$ cat src/rtl/fwd_select_ctrl_pkg.sv
// Shared definitions for the EX-stage operand-forwarding controller.
// Mux select encodings and the default register-index width.
package fwd_select_ctrl_pkg;

  localparam int DEF_REG_ADDR_W = 4;

  localparam logic [1:0] SEL_RF    = 2'b00;
  localparam logic [1:0] SEL_EXMEM = 2'b01;
  localparam logic [1:0] SEL_MEMWB = 2'b10;

endpackage

$ cat src/rtl/fwd_select_ctrl_if.sv
// Decode-side request and forwarding-control response bundle.
// master = decode/pipeline side, slave = fwd_select_ctrl.
interface fwd_select_ctrl_if #(
  parameter int REG_ADDR_W = 4
);
  logic                  dec_valid;
  logic [REG_ADDR_W-1:0] dec_rs;
  logic [REG_ADDR_W-1:0] dec_rt;
  logic [REG_ADDR_W-1:0] dec_rd;
  logic                  dec_regwrite;
  logic                  dec_memread;
  logic                  flush;
  logic [1:0]            fwd_sel_a;
  logic [1:0]            fwd_sel_b;
  logic                  stall;
  logic [REG_ADDR_W-1:0] wb_rd;
  logic                  wb_we;

  modport master (
    output dec_valid, dec_rs, dec_rt, dec_rd, dec_regwrite, dec_memread, flush,
    input  fwd_sel_a, fwd_sel_b, stall, wb_rd, wb_we
  );

  modport slave (
    input  dec_valid, dec_rs, dec_rt, dec_rd, dec_regwrite, dec_memread, flush,
    output fwd_sel_a, fwd_sel_b, stall, wb_rd, wb_we
  );
endinterface

$ cat src/rtl/fwd_select_ctrl_stage.sv
// One pipeline stage's hazard-tracking state (valid, rd, regwrite, memread).
// A bubble clears valid only; the remaining fields are don't-care while invalid.
module fwd_stage_reg #(
  parameter int REG_ADDR_W = 4
) (
  input  logic                  clk,
  input  logic                  rst,
  input  logic                  bubble,
  input  logic                  nxt_valid,
  input  logic [REG_ADDR_W-1:0] nxt_rd,
  input  logic                  nxt_regwrite,
  input  logic                  nxt_memread,
  output logic                  valid,
  output logic [REG_ADDR_W-1:0] rd,
  output logic                  regwrite,
  output logic                  memread
);

  always_ff @(posedge clk or posedge rst) begin
    if (rst) begin
      valid    <= 1'b0;
      rd       <= '0;
      regwrite <= 1'b0;
      memread  <= 1'b0;
    end else begin
      valid    <= nxt_valid & ~bubble;
      rd       <= nxt_rd;
      regwrite <= nxt_regwrite;
      memread  <= nxt_memread;
    end
  end

endmodule

$ cat src/rtl/fwd_select_ctrl.sv
// Forwarding-select and load-use stall generator for the EX operand muxes.
// Selects are registered (valid while the instruction sits in EX); stall is combinational.
module fwd_select_ctrl
  import fwd_select_ctrl_pkg::*;
#(
  parameter int REG_ADDR_W = DEF_REG_ADDR_W
) (
  input logic              clk,
  input logic              rst,
  fwd_select_ctrl_if.slave bus
);

  logic                  ex_valid, ex_regwrite, ex_memread;
  logic                  mem_valid, mem_regwrite, mem_memread;
  logic                  wb_valid, wb_regwrite, wb_memread;
  logic [REG_ADDR_W-1:0] ex_rd, mem_rd, wb_rd;
  logic                  ex_wr, mem_wr, wb_wr;
  logic                  stall, ex_bubble;
  logic [1:0]            sel_a, sel_b, nxt_sel_a, nxt_sel_b;

  fwd_stage_reg #(.REG_ADDR_W(REG_ADDR_W)) u_ex (
    .clk(clk), .rst(rst), .bubble(ex_bubble),
    .nxt_valid(bus.dec_valid), .nxt_rd(bus.dec_rd),
    .nxt_regwrite(bus.dec_regwrite), .nxt_memread(bus.dec_memread),
    .valid(ex_valid), .rd(ex_rd), .regwrite(ex_regwrite), .memread(ex_memread)
  );

  fwd_stage_reg #(.REG_ADDR_W(REG_ADDR_W)) u_mem (
    .clk(clk), .rst(rst), .bubble(1'b0),
    .nxt_valid(ex_valid), .nxt_rd(ex_rd),
    .nxt_regwrite(ex_regwrite), .nxt_memread(ex_memread),
    .valid(mem_valid), .rd(mem_rd), .regwrite(mem_regwrite), .memread(mem_memread)
  );

  fwd_stage_reg #(.REG_ADDR_W(REG_ADDR_W)) u_wb (
    .clk(clk), .rst(rst), .bubble(1'b0),
    .nxt_valid(mem_valid), .nxt_rd(mem_rd),
    .nxt_regwrite(mem_regwrite), .nxt_memread(mem_memread),
    .valid(wb_valid), .rd(wb_rd), .regwrite(wb_regwrite), .memread(wb_memread)
  );

  assign ex_wr  = ex_valid  & ex_regwrite  & (ex_rd  != '0);
  assign mem_wr = mem_valid & mem_regwrite & (mem_rd != '0);
  assign wb_wr  = wb_valid  & wb_regwrite  & (wb_rd  != '0);

  // A load in EX cannot feed the 01 path, so any consumer of it waits one cycle.
  assign stall = bus.dec_valid & ex_wr & ex_memread &
                 ((bus.dec_rs == ex_rd) | (bus.dec_rt == ex_rd));

  assign ex_bubble = stall | bus.flush;

  function automatic logic [1:0] pick_sel(
    input logic [REG_ADDR_W-1:0] src,
    input logic [REG_ADDR_W-1:0] ex_dst,
    input logic                  ex_w,
    input logic [REG_ADDR_W-1:0] mem_dst,
    input logic                  mem_w
  );
    if (src == '0)                       return SEL_RF;
    else if (ex_w && src == ex_dst)      return SEL_EXMEM;
    else if (mem_w && src == mem_dst)    return SEL_MEMWB;
    else                                 return SEL_RF;
  endfunction

  always_comb begin
    nxt_sel_a = SEL_RF;
    nxt_sel_b = SEL_RF;
    if (bus.dec_valid && !ex_bubble) begin
      nxt_sel_a = pick_sel(bus.dec_rs, ex_rd, ex_wr, mem_rd, mem_wr);
      nxt_sel_b = pick_sel(bus.dec_rt, ex_rd, ex_wr, mem_rd, mem_wr);
    end
  end

  always_ff @(posedge clk or posedge rst) begin
    if (rst) begin
      sel_a <= SEL_RF;
      sel_b <= SEL_RF;
    end else begin
      sel_a <= nxt_sel_a;
      sel_b <= nxt_sel_b;
    end
  end

  assign bus.fwd_sel_a = sel_a;
  assign bus.fwd_sel_b = sel_b;
  assign bus.stall     = stall;
  assign bus.wb_rd     = wb_rd;
  assign bus.wb_we     = wb_wr;

  logic unused_ok;
  assign unused_ok = mem_memread ^ wb_memread;

endmodule
$ cat src/flat_wrapper.sv
// flat-port wrapper written by rule: the top's interface ports become plain ports
module fwd_select_ctrl_flat import fwd_select_ctrl_pkg::*;
#(
  parameter int REG_ADDR_W = DEF_REG_ADDR_W
)
  (clk, rst, bus_dec_valid, bus_dec_rs, bus_dec_rt, bus_dec_rd, bus_dec_regwrite, bus_dec_memread, bus_flush, bus_fwd_sel_a, bus_fwd_sel_b, bus_stall, bus_wb_rd, bus_wb_we);
  fwd_select_ctrl_if #(.REG_ADDR_W(REG_ADDR_W)) bus_i ();
  input logic clk;
  input logic rst;
  input wire logic [$bits(bus_i.dec_valid)-1:0] bus_dec_valid;
  input wire logic [$bits(bus_i.dec_rs)-1:0] bus_dec_rs;
  input wire logic [$bits(bus_i.dec_rt)-1:0] bus_dec_rt;
  input wire logic [$bits(bus_i.dec_rd)-1:0] bus_dec_rd;
  input wire logic [$bits(bus_i.dec_regwrite)-1:0] bus_dec_regwrite;
  input wire logic [$bits(bus_i.dec_memread)-1:0] bus_dec_memread;
  input wire logic [$bits(bus_i.flush)-1:0] bus_flush;
  output wire logic [$bits(bus_i.fwd_sel_a)-1:0] bus_fwd_sel_a;
  output wire logic [$bits(bus_i.fwd_sel_b)-1:0] bus_fwd_sel_b;
  output wire logic [$bits(bus_i.stall)-1:0] bus_stall;
  output wire logic [$bits(bus_i.wb_rd)-1:0] bus_wb_rd;
  output wire logic [$bits(bus_i.wb_we)-1:0] bus_wb_we;
  assign bus_i.dec_valid = bus_dec_valid;
  assign bus_i.dec_rs = bus_dec_rs;
  assign bus_i.dec_rt = bus_dec_rt;
  assign bus_i.dec_rd = bus_dec_rd;
  assign bus_i.dec_regwrite = bus_dec_regwrite;
  assign bus_i.dec_memread = bus_dec_memread;
  assign bus_i.flush = bus_flush;
  assign bus_fwd_sel_a = bus_i.fwd_sel_a;
  assign bus_fwd_sel_b = bus_i.fwd_sel_b;
  assign bus_stall = bus_i.stall;
  assign bus_wb_rd = bus_i.wb_rd;
  assign bus_wb_we = bus_i.wb_we;
  fwd_select_ctrl #(.REG_ADDR_W(REG_ADDR_W)) u_core (.clk(clk), .rst(rst), .bus(bus_i));
endmodule
$ cat config.mk
export PLATFORM = sky130hd
export DESIGN_NAME = fwd_select_ctrl_flat
export DESIGN_NICKNAME = d
export VERILOG_FILES = /design/src/rtl/fwd_select_ctrl_pkg.sv /design/src/rtl/fwd_select_ctrl_if.sv /design/src/rtl/fwd_select_ctrl_stage.sv /design/src/rtl/fwd_select_ctrl.sv /design/src/flat_wrapper.sv
export SDC_FILE = /design/constraint.sdc
export NUM_CORES = 1
export LEC_CHECK = 0
export ABC_AREA = 1
export CAP_MARGIN = 30
export CORE_MARGIN = 10
export CORE_UTILIZATION = 49
export DETAILED_ROUTE_END_ITERATION = 7
export HOLD_SLACK_MARGIN = 0.03
export PLACE_DENSITY = 0.9
export RECOVER_POWER = 100
export SETUP_SLACK_MARGIN = 0.2
export SYNTH_ARGS = -nofsm -noshare
export SYNTH_HDL_FRONTEND = slang
export SYNTH_SLANG_ARGS = --single-unit
$ cat constraint.sdc
create_clock -name clk -period 2.7 [get_ports clk]
set_input_delay 0.54 -clock clk [delete_from_list [all_inputs] [get_ports clk]]
set_output_delay 0.54 -clock clk [all_outputs]
set_load 0.01 [all_outputs]
==> results of run 1 <==
[Yosys cell counts (all sizes together)]
master and n:
a21oi 1, dfrtp 23, inv 17, nand2 34, nand3 8, nand4 2, nor2 16, nor4 1
xnor2 8
[cell type report]
cell class | count | area [µm²]
clock buffer | 4 | 26.3
timing repair buffer | 34 | 317
multi-input combinational | 70 | 324
tap | 27 | 33.8
fill | 182 | 582
sequential | 23 | 576
inverter | 17 | 63.8
[flip-flops by register name, summed over array words and instances, names as in the netlist]
register / count
u_core.u_ex.memread: 1
u_core.u_mem.rd: 4
u_core.u_ex.regwrite: 1
u_core.u_wb.valid: 1
u_core.u_mem.regwrite: 1
u_core.u_wb.rd: 4
u_core.u_wb.regwrite: 1
u_core.u_ex.valid: 1
u_core.u_mem.valid: 1
u_core.bus.fwd_sel_a: 2
u_core.u_ex.rd: 4
u_core.bus.fwd_sel_b: 2
[through the flow]
stage	total power [W]	instances
finish	0.000621	175
global route	0.000659	175
CTS	0.000631	175
detailed placement	0.000479	171
global placement	0.000474	171
floorplan	0.000421	110
[power by group through the flow]
stage               clock [W]  combinational [W]  sequential [W]
global route         0.000180           0.000105        0.000374
floorplan                   0          0.0000448        0.000376
finish               0.000155          0.0000947        0.000371
global placement            0          0.0000971        0.000377
detailed placement          0           0.000101        0.000378
CTS                  0.000158           0.000101        0.000372
[logic make-up after synthesis]
group,after synthesis
simple gates,61
flops,23
buf+inv,17
xor+xnor,8
compound gates,1
[path summary, 6_finish.rpt]
check | startpoint | end | slack [ns] | cells past startpoint
worst max register to register | u_core.u_ex.rd[3] | u_core.bus.fwd_sel_a[1] | 1.35 | 9
worst max-delay path | bus_dec_rs[1] | bus_stall | 0.29 | 10
max in group asynchronous | rst | u_core.u_mem.rd[1] | 1.36 | 2
worst min-delay path | u_core.u_mem.valid | u_core.u_wb.valid | 0.39 | 0
min in group asynchronous | rst | u_core.bus.fwd_sel_b[1] | 0.82 | 2
worst min register to register | u_core.u_mem.valid | u_core.u_wb.valid | 0.39 | 0
[worst register-to-register path: cells and delay by family (launching register included)]
family                 cells  cell delay (ns)
AND/OR/NAND/NOR            8             0.73
flip-flops                 1             0.43
buffers and inverters      1             0.08
[metal layers]
metal	share of wire, %	vias up	routed length [µm]
li1	-	408	-
met1	38	412	894
met2	52	35	1220
met3	6.5	9	152
met4	3.3	0	78
met5	0	-	0
[what timing repair did]
item,in CTS,in global routing
cloned,0,0
setup endpoints to repair,1,1
endpoints found under the hold margin,0,0
resized for setup,1,2
==> reports/qor.yml, run 1 <==
timing:
  period_needed_ns: 2.41
  rsz_0062_raised_after_global_routing: "no"
  setup_violations: 0
  hold_slack_ns: 0.388
  timing.final.hold_violations: 0
  worst_slew_pin_slew_ns: 0.839
  postLayoutSetupSlackWorst_ns: 0.287
  fmax_mhz: 415
  final.period_utilization_pct: 89.4
  finalSetupTns_ns: 0
  timing_max_transition_violations_final: 0
  fin_worst_skew_ns: 0.00524
  max-slew-margin-rel_pct: 44.0
run:
  max-cap-violations: 0
logic_synthesis:
  biggest_area_contributors_in_the_synthesized_netlist: "sky130_fd_sc_hd__dfrtp_1 59%, sky130_fd_sc_hd__nand2_1 12%, sky130_fd_sc_hd__xnor2_1 7.2%"
  yosysUniqueCellTypes: 13
  synth_area_in_xor_xnor_pct: 7.18
  synthDominantAreaCellType: "sky130_fd_sc_hd__dfrtp_1"
  syn_inst: 110
  synth.yosys.seq_area_share_pct: 59.0
  yosys_register_bits: 23
  synth_area_in_compound_gates_pct: 0.513
  syn-cell-area_um2: 976
  synth_adder_area_share_pct: 0
  synth_top_family_by_area: "simple AND/OR/NAND/NOR gates"
  synth_simple_gate_area_share_pct: 26.8
  synth_largest_type_area_fraction_pct: 59.0
  syn-num-nets: 128
  synthMuxAreaShare_pct: 0
  syn-mean-instance-area_um2: 8.87
  yosysWarningCount: 0
grt:
  globalRouteTotalUtil_pct: 11.9
  maximum_number_of_pins_on_one_net_before_global_route_repair: 24
  gr-usage-met3_pct: 2.06
  remaining_global_route_overflow: 0
  grt_first_pass_wirelength_um: 3940
  gr-max-usage-layer: "met2"
  via_count_of_the_first_global_routing_pass: 945
  grt_use_met1_pct: 12.1
  groute.layer.met2.usage_pct: 21.3
  antenna_violations_before_repair: 0
power:
  power.density_cell_area_nw_per_um2: 463
  seq_power_share_pct: 59.8
  combinational_power_share_pct: 15.2
  irDropWorstVdd_v: 0.000336
  power_report.internal_total_w: 0.000466
  power_switching_w: 0.000155
  clkPwrFrac_pct: 24.9
  static-leakage-power_nw: 0.686
  power_switching_share_pct: 24.9
floorplanning:
  core_um2: 1920
  floorplan.initialDensity_pct: 50.8
  num_rows: 16
  ios: 28
  fp.dieW_um: 64.6
  die_area_um2: 4180
  die_h_um: 64.6
worst_setup_path:
  critical_path.endpoint_type: "primary output"
  cells_along_the_critical_path: "dlygate4sd3_1, inv_2, nand2_1, nand2_1, nor2_1, nand2_1, nand2_1, nand2_1, inv_1, clkbuf_1"
  setup.worst_path.start_class: "input port"
  crit_slowest_cell: "sky130_fd_sc_hd__dlygate4sd3_1"
  worst_path_most_repeated_cell: "sky130_fd_sc_hd__nand2_1"
  path_max_fanout: 3
  critical_path.n_buffers_inverters: 4
  timing.critical_path.required_ns: 2.16
  cpLargestDelayFamily: "buffers and inverters"
  critical_path.max_stage_delay_ns: 0.64
  critPathKind: "in2out"
  worst_ep_arrival_time_ns: 1.87
clock_network:
  clock_tree_from_tritoncts: "built"
  clock_sinks: 23
  clock_latency_ns: 0.31
  clk_path_buf_depth: 2
  inserted_clock_buffers: 3
  cts_root_buffer: "sky130_fd_sc_hd__clkbuf_4"
  postCtsSetupRepairBufs: 0
  cts.reportedPaths.clkPinSlew_ns: 0.12
  htree_num_levels: 1
  cts.hold.buffers_added: 0
detailed_routing:
  drt_iter0_markers: 18
  drt_pass1_iterations: 4
  postRouteWirelength_um: 2340
  postRouteAntennaNets: 0
  route.detailed.wl_per_inst_um: 13.4
  vias_per_std_cell: 4.94
  via_count: 864
  drc: 0
placement:
  port_buffers: 27
  dpl.hpwl_um: 1910
  globalplace.congestion: 0.847
  detailedPlace.worstSlack_ns: -0.0464
  place_area_um2: 1330
min_path:
  min_path_type: "reg2reg"
outcome:
  outcome: "complete, no violations"
cells_and_area:
  post-route-util_pct: 69.7
  drive_above_1_share_pct: 10.8
  area_growth_syn_to_layout_pct: 37.3
  design.final.nets: 167
  final_area_um2: 1340
  insertedDiodeCount: 0
  mostFrequentLayoutCells: "34 x sky130_fd_sc_hd__nand2_1, 23 x sky130_fd_sc_hd__dfrtp_1, 17 x sky130_fd_sc_hd__dlygate4sd3_1, 15 x sky130_fd_sc_hd__nor2_1, 12 x sky130_fd_sc_hd__inv_1"
  final_common_cell: "sky130_fd_sc_hd__nand2_1"
Note: power is estimated with default switching activity, not from simulation.
==> inputs of run 2 (changes only) <==
- CELL_PAD_IN_SITES_DETAIL_PLACEMENT: unset -> 1
- CELL_PAD_IN_SITES_GLOBAL_PLACEMENT: unset -> 1
- CORE_UTILIZATION: 49 -> 36
==> reports/qor.yml, run 2 (synthesis gave the netlist of run 1 again) <==
outcome:
  outcome: "complete, no violations"
timing:
  worst_slew_pin_slew_ns: 0.829
  max-slew-margin-rel_pct: 44.7
  postLayoutSetupSlackWorst_ns: 0.252
  timing_max_transition_violations_final: 0
  timing.final.hold_violations: 0
  setup_violations: 0
  fmax_mhz: 409
  rsz_0062_raised_after_global_routing: "no"
  period_needed_ns: 2.45
  fin_worst_skew_ns: 0.00680
  final.period_utilization_pct: 90.7
min_path:
  min_path_type: "reg2reg"
  number_of_cells_traversed_by_the_worst_hold_path: 0
cells_and_area:
  drive_above_1_share_pct: 11.0
  design.final.nets: 164
  mostFrequentLayoutCells: "33 x sky130_fd_sc_hd__nand2_1, 23 x sky130_fd_sc_hd__dfrtp_1, 16 x sky130_fd_sc_hd__dlygate4sd3_1, 14 x sky130_fd_sc_hd__nor2_1, 12 x sky130_fd_sc_hd__inv_1"
  final_area_um2: 1330
  top_regs: "u_core.u_ex.rd x4, u_core.u_mem.rd x4, u_core.u_wb.rd x4"
  post-route-util_pct: 52.8
  area_growth_syn_to_layout_pct: 36.5
  fillerInstances: 319
  insertedDiodeCount: 0
  register_area_um2: 576
  multi_input_area_um2: 329
  final_common_cell: "sky130_fd_sc_hd__nand2_1"
placement:
  place_area_um2: 1310
  detailedPlace.worstSlack_ns: -0.0362
  port_buffers: 27
  globalplace.congestion: 0.799
  dpl.hpwl_um: 2080
floorplanning:
  ios: 28
  die_h_um: 72.1
  fp.dieW_um: 72.1
  num_rows: 18
  core_um2: 2520
  floorplan.initialDensity_pct: 38.7
  die_area_um2: 5190
power:
  power_report.internal_total_w: 0.000460
  static-leakage-power_nw: 0.693
  clkPwrFrac_pct: 26.0
  seq_power_share_pct: 59.5
  power_switching_w: 0.000165
  irDropWorstVdd_v: 0.000287
  power.density_cell_area_nw_per_um2: 469
  combinational_power_share_pct: 14.6
  power_switching_share_pct: 26.4
detailed_routing:
  postRouteWirelength_um: 2460
  via_count: 831
  postRouteAntennaNets: 0
  drt_pass1_iterations: 2
  vias_per_std_cell: 4.75
  route.detailed.wl_per_inst_um: 14.0
  drt_iter0_markers: 17
  drc: 0
clock_network:
  cts_root_buffer: "sky130_fd_sc_hd__clkbuf_4"
  htree_num_levels: 1
  clock_latency_ns: 0.32
  clock_tree_from_tritoncts: "built"
  inserted_clock_buffers: 3
  clock_sinks: 23
  cts.reportedPaths.clkPinSlew_ns: 0.13
  clk_path_buf_depth: 2
  cts.hold.buffers_added: 0
grt:
  remaining_global_route_overflow: 0
  grt_first_pass_wirelength_um: 4310
  maximum_number_of_pins_on_one_net_before_global_route_repair: 24
  antenna_violations_before_repair: 0
  via_count_of_the_first_global_routing_pass: 957
  globalRouteTotalUtil_pct: 10.4
worst_setup_path:
  path_max_fanout: 3
  worst_ep_arrival_time_ns: 1.91
  setup.worst_path.start_class: "input port"
  depth_of_the_most_critical_reg_to_reg_path: 10
  critPathKind: "in2out"
  timing.critical_path.required_ns: 2.16
  critical_path.endpoint_type: "primary output"
run:
  max-cap-violations: 0
[run 2: area by class of cell]
class	count	area share (%)
clock buffer	3	1.69
clock inverter	1	0.376
inverter	17	4.79
multi-input combinational	70	24.7
sequential	23	43.2
tap	30	2.82
timing repair buffer	31	22.4
[run 2: timing repair]
action | CTS | global route
setup buffers | 0 | 0
resized for setup | 3 | 2
pin swaps | 0 | 0
endpoints found under the setup margin | 1 | 1
[run 2: worst paths after layout]
| check | to | startpoint | slack [ns] |
|---|---|---|---|
| max | bus_stall | bus_dec_rs[0] | 0.25 |
| min | u_core.u_wb.valid | u_core.u_mem.valid | 0.39 |
| max reg2reg | u_core.u_ex.valid | u_core.u_ex.rd[1] | 1.25 |
| min reg2reg | u_core.u_wb.valid | u_core.u_mem.valid | 0.39 |
| max in group asynchronous | u_core.u_ex.rd[0] | rst | 1.38 |
| min in group asynchronous | u_core.bus.fwd_sel_b[1] | rst | 0.81 |
[run 2: layer usage]
layer / track usage (%) / up-vias / part of all wire [%] / routed length, µm
met5: 0 / - / 0 / 0
met4: 5.38 / 0 / 2.2 / 54
met3: 2.86 / 6 / 4.9 / 120
met2: 18.6 / 22 / 51 / 1260
met1: 10.8 / 401 / 42 / 1020
li1: - / 402 / - / -
[run 2: through the flow]
step | power (W) | TNS [ns] | instances | hold WS (ns)
final | 0.000625 | 0 | 175 | 0.393
after global routing | 0.000655 | 0 | 175 | 0.418
after CTS | 0.000639 | 0 | 175 | 0.394
after detailed placement | 0.000477 | -0.0362 | 171 | 0.364
after global placement | 0.000471 | 0 | 171 | 0.360
after floorplan | 0.000421 | 0 | 110 | 0.354
[run 2: power by group through the flow]
| stage | Combinational (W) | Sequential (W) | Clock [W] |
|---|---|---|---|
| finish | 0.0000910 | 0.000372 | 0.000162 |
| global placement | 0.0000937 | 0.000377 | 0 |
| floorplan | 0.0000448 | 0.000376 | 0 |
| global route | 0.000103 | 0.000375 | 0.000176 |
| CTS | 0.0000978 | 0.000372 | 0.000169 |
| detailed placement | 0.0000975 | 0.000379 | 0 |
[run 2: worst max-delay path, stage by stage]
cell and delay, ns:
sky130_fd_sc_hd__clkdlybuf4s50_1 0.51, sky130_fd_sc_hd__inv_1 0.07, sky130_fd_sc_hd__nand2_1 0.06, sky130_fd_sc_hd__nand2_1 0.05, sky130_fd_sc_hd__nor2_1 0.16, sky130_fd_sc_hd__nand2_1 0.08
sky130_fd_sc_hd__nand2_1 0.08, sky130_fd_sc_hd__nand2_2 0.05, sky130_fd_sc_hd__inv_1 0.05, sky130_fd_sc_hd__dlygate4sd2_1 0.26
